**src/rtl/miner_nonce_scheduler.sv**
```systemverilog
`default_nettype none
// ============================================================================
// Module      : miner_nonce_scheduler
// Description : Walks a nonce range through the miner core, compares each
//               digest with the target and stops on the first hit or when the
//               range is exhausted. Optional macro: MINER_WATCHDOG_EN.
// Revision    : 1.0 - initial release
// ============================================================================
module miner_nonce_scheduler #(
  parameter int unsigned WDOG_CYCLES = 400
) (
  input  logic         clk,
  input  logic         rst,
  input  logic         start,
  input  logic         stop,
  input  logic [31:0]  nonce_start,
  input  logic [31:0]  nonce_end,
  input  logic [255:0] target,
  input  logic         finished,
  input  logic [255:0] digest,
  output logic         hash_enable,
  output logic [31:0]  nonce,
  output logic         busy,
  output logic         found,
  output logic [31:0]  found_nonce,
  output logic         done,
  output logic [31:0]  hash_count,
  output logic [7:0]   retries
);

  typedef enum logic [2:0] {
    IDLE      = 3'd0,
    LAUNCH    = 3'd1,
    WAIT      = 3'd2,
    CHECK     = 3'd3,
    FOUND     = 3'd4,
    EXHAUSTED = 3'd5
  } state_t;

  state_t         state;
  logic [31:0]    end_reg;
  logic [255:0]   target_reg;
  logic [255:0]   digest_reg;
  logic           hit;
  logic           can_start;
  logic           wdog_expire;

  if (WDOG_CYCLES < 1) begin : g_wdog_range_check
    $error("WDOG_CYCLES must be at least 1");
  end

  assign hit       = digest_reg < target_reg;
  assign can_start = start && !stop &&
                     (state == IDLE || state == FOUND || state == EXHAUSTED);

  // Outputs are pure decodes of the state register.
  assign hash_enable = (state == LAUNCH);
  assign busy        = (state == LAUNCH) || (state == WAIT) || (state == CHECK);
  assign found       = (state == FOUND);
  assign done        = (state == FOUND) || (state == EXHAUSTED);

`ifdef MINER_WATCHDOG_EN
  localparam int unsigned WDOG_W = $clog2(WDOG_CYCLES + 1);
  logic [WDOG_W-1:0] wdog_cnt;

  // Counter holds at zero outside WAIT, so every entry into WAIT starts fresh.
  assign wdog_expire = (state == WAIT) && !finished &&
                       (wdog_cnt == WDOG_W'(WDOG_CYCLES - 1));

  always_ff @(posedge clk) begin
    if (rst) begin
      wdog_cnt <= '0;
      retries  <= 8'd0;
    end else begin
      wdog_cnt <= (state == WAIT && !wdog_expire) ? wdog_cnt + 1'b1 : '0;
      if (can_start)
        retries <= 8'd0;
      else if (wdog_expire && !stop && retries != 8'hFF)
        retries <= retries + 8'd1;
    end
  end
`else
  assign wdog_expire = 1'b0;
  assign retries     = 8'd0;
`endif

  always_ff @(posedge clk) begin
    if (rst) begin
      state       <= IDLE;
      nonce       <= 32'd0;
      end_reg     <= 32'd0;
      target_reg  <= '0;
      digest_reg  <= '0;
      found_nonce <= 32'd0;
      hash_count  <= 32'd0;
    end else if (stop) begin
      state <= IDLE;
    end else begin
      case (state)
        IDLE, FOUND, EXHAUSTED: begin
          if (start) begin
            state      <= LAUNCH;
            nonce      <= nonce_start;
            end_reg    <= nonce_end;
            target_reg <= target;
            hash_count <= 32'd0;
          end
        end
        LAUNCH: state <= WAIT;
        WAIT: begin
          if (finished) begin
            digest_reg <= digest;
            state      <= CHECK;
          end else if (wdog_expire) begin
            state <= LAUNCH;
          end
        end
        CHECK: begin
          hash_count <= hash_count + 32'd1;
          if (hit) begin
            found_nonce <= nonce;
            state       <= FOUND;
          end else if (nonce == end_reg) begin
            state <= EXHAUSTED;
          end else begin
            nonce <= nonce + 32'd1;
            state <= LAUNCH;
          end
        end
        default: state <= IDLE;
      endcase
    end
  end

endmodule
`default_nettype wire
```
**config.mk**
```make
export PLATFORM = sky130hd
export DESIGN_NAME = miner_nonce_scheduler
export DESIGN_NICKNAME = d
export VERILOG_FILES = /design/src/rtl/miner_nonce_scheduler.sv
export SDC_FILE = /design/constraint.sdc
export NUM_CORES = 2
export LEC_CHECK = 0
export CAP_MARGIN = 20
export CORE_AREA = 3 3 267 269
export CTS_CLUSTER_DIAMETER = 30
export DETAILED_ROUTE_END_ITERATION = 6
export DIE_AREA = 0 0 270 272
export PLACE_DENSITY_LB_ADDON = 0.25
export SYNTH_ARGS = -nofsm -noshare
export SYNTH_HDL_FRONTEND = slang
export SYNTH_SLANG_ARGS = --single-unit
```
**constraint.sdc**
```tcl
create_clock -name clk -period 6.3 [get_ports clk]
set_input_delay 1.26 -clock clk [delete_from_list [all_inputs] [get_ports clk]]
set_output_delay 1.26 -clock clk [all_outputs]
set_load 0.01 [all_outputs]
```
==> metrics.md <==
| Metric | Value |
|---|---|
| First-pass GRT wire length | 154 mm |
| Routability cong. | 0.871 |
| Crit-path cells | inv_1 -> ha_1 -> nand4_1 -> nor4_1 -> nand4_1 -> nor2_1 -> nand4_1 -> a31o_2 -> or3b_4 -> o211ai_4 -> buf_4 -> o211ai_1 -> o31ai_1 |
| TritonCTS clock tree | built |
| Mapped Area | 29900 µm² |
| Nets@finish | 5357 |
| Htree depth | 4 |
| Worst VDD drop | 0.000211 V |
| PwrDens | 309 nW/µm² |
| Critical path peak fanout | 35 |
| Min-Delay Path Class | reg2reg |
| Total power | 13.2 mW |
| Placed Cells incl. Taps | 5302 |
| Number of gates resized after CTS | 0 |
| Fin worst setup slack | 1.54 ns |
| # port buffers | 680 |
| Fin. max-slew vios | 0 |
| Post-DP Area | 37300 µm² |
| 1st-pass router iterations | 5 |
| Worst slack, placed | 1.62 ns |
| Post-DP HPWL | 70.7 mm |
| Most frequent cell after synthesis | nand2_1 |
| Residual DRC | 0 |
| Initial antenna violation count | 17 |
| GRT Util Overall | 0.264 |
| Status | complete, no violations |
| Fin. Hold Viols | 0 |
| Clk Latency, worst-skew pair | 0.71 ns |
| RSZ-0062 raised after global routing | no |
| Vias | 28800 |
| Non-filler cells, final | 5577 |
| Multi-input gate area | 15200 µm² |
| Routed len/inst | 18.1 µm |
| Crit-path slowest cell | nor4_1 |
| Vias per inst | 5.16 |
| Die area | 73400 µm² |
| Post-synth top area cell | dfxtp_1 |
| Vias in the first global route | 28000 |
| Min Hold Slack | 0.450 ns |
| Leakage Power | 16.4 nW |
| Final min period | 4.76 ns |
| Grt total ovfl | 0 |
| CP Data Required Time | 6.84 ns |
| Root Buffer | clkbuf_16 |
| Fin crit share | 0.756 |
| Inserted Clock Buffers | 144 |
| Largest net degree at the start of global routing | 194 |
| Max Buffers Root-to-Sink | 3 |
| Die X | 270 µm |
| Post-synth EDFFs | 0 |
| Post-CTS setup buffer count | 0 |
| Fmax | 0.210 GHz |
| Final Util | 0.618 |
| Die H | 272 µm |
| Final ANT Viol Nets | 0 |
| Core area | 68800 µm² |
| Top FF cell, synth | dfxtp_1 |
| Layout filler cell count | 6064 |
| Slowest cell delay on critical path | 0.90 ns |
| Max-cap violations | 0 |
| Setup TNS | 0 ns |
| Layout cells sized above 1 | 0.0652 |
| Worst EP arrival | 5.31 ns |
| Yosys top cell area share | 0.430 |
| Worst Setup End Kind | flop |
| Synth Register Bits | 643 |
| Final Routed Wirelength | 101 mm |
| Yosys Warn Count | 0 |
| Critical Path Source Type | flop |
| Sink Count | 643 |
| Sequential share of the synthesized area | 0.430 |
| Final instance area | 42600 µm² |
| Clock skew | 0.0288 ns |
| Storage cell area | 12900 µm² |
| I/O pin cnt | 689 |
| Iter 0 DRT Violations | 1962 |
| Yosys cell types | 65 |
| Clock transition at path regs | 0.04 ns |
| Row count | 96 |
| Initial Util | 0.435 |
| Post-synth ARST share | 0 |
| Most frequent CP cell | nand4_1 |
| Syn Inst Count | 3895 |
| Final setup fails | 0 |
| Cts hold-fix bufs | 0 |
| Synth-to-layout area growth | 42.2% |
| Worst-Margin Slew | 1.14 ns |
| Synth Area per Inst | 7.68 µm² |
| Synth top cells by count | nand2_1, a21oi_1, dfxtp_1, inv_1, ha_1 |
| Worst rel slew slack | 0.238 |
| Top post-synthesis cells by area | dfxtp_1, nand2_1, a21oi_1, ha_1, inv_1 |
| Critical path class | reg2reg |
## per-layer routing
| metal | vias up | global-route usage | part of all wire |
|---|---|---|---|
| met2 | 847 | 0.465 | 0.50 |
| met1 | 13500 | 0.319 | 0.42 |
| met4 | 14 | 0.0932 | 0.026 |
| met3 | 170 | 0.0561 | 0.057 |
| met5 | - | 0 | 0.0011 |
| li1 | 14300 | - | - |
## where the power goes
group | leakage [nW] | internal, mW | total [mW] | switching (mW)
clock | 2.46 | 5.32 | 7.83 | 2.51
combinational | 8.77 | 0.546 | 1.07 | 0.528
sequential | 5.21 | 4.19 | 4.27 | 0.0809
total | 16.4 | 10.1 | 13.2 | 3.12
## final cells by class
| class | instances | area share |
|---|---|---|
| Multi-Input combinational cell | 2760 | 0.357 |
| Antenna cell | 11 | 0.000647 |
| Sequential cell | 643 | 0.303 |
| Clock inverter | 89 | 0.0302 |
| Clock buffer | 173 | 0.0910 |
| Tap cell | 931 | 0.0274 |
| Inverter | 265 | 0.0234 |
| Timing Repair Buffer | 705 | 0.168 |
## final timing paths
kind	endpoint	slack, ns	startpoint	cells past startpoint
worst max-delay path	nonce[2]$_SDFFE_PP0P_	1.54	target_reg[243]$_SDFFE_PP0P_	13
worst min-delay path	target_reg[238]$_SDFFE_PP0P_	0.45	target_reg[238]$_SDFFE_PP0P_	2
worst max register to register	nonce[2]$_SDFFE_PP0P_	1.54	target_reg[243]$_SDFFE_PP0P_	13
worst min register to register	target_reg[238]$_SDFFE_PP0P_	0.45	target_reg[238]$_SDFFE_PP0P_	2
## worst max-delay path: cells and delay by family, from the launching register on
family | cells | cell delay, ns
and+or+nand+nor | 6 | 2.49
adders and majority gates | 1 | 0.32
buffers and inverters | 2 | 0.46
AOI/OAI and AO/OA | 4 | 0.99
DFF | 1 | 0.33
## cells by family after synthesis
kind of cell             Yosys count  share of synthesized area
XOR/XNOR                          63                     0.0184
multiplexers                      33                     0.0110
flip-flops                       643                      0.430
adder cells (fa/ha/maj)          257                      0.107
AO/OA/AOI/OAI                    854                      0.157
AND/OR/NAND/NOR                 1545                      0.212
other                              1                   0.000125
buffers and inverters            499                     0.0644
## layout by cell type, fill, tap and decap left out, drive strengths merged, types with 23 or more instances in the layout
| cell | count |
|---|---|
| a21o | 29 |
| xor2 | 43 |
| clkbuf | 173 |
| o32ai | 23 |
| clkinv | 37 |
| dfxtp | 643 |
| inv | 274 |
| clkdlybuf4s50 | 679 |
| nand3 | 46 |
| buf | 26 |
| nand2 | 1197 |
| nor3 | 35 |
| nand4 | 65 |
| mux2i | 33 |
| a21oi | 686 |
| nor2 | 118 |
| nor4 | 24 |
| ha | 257 |
| o21ai | 39 |
Power figures use the tool's default switching activity.
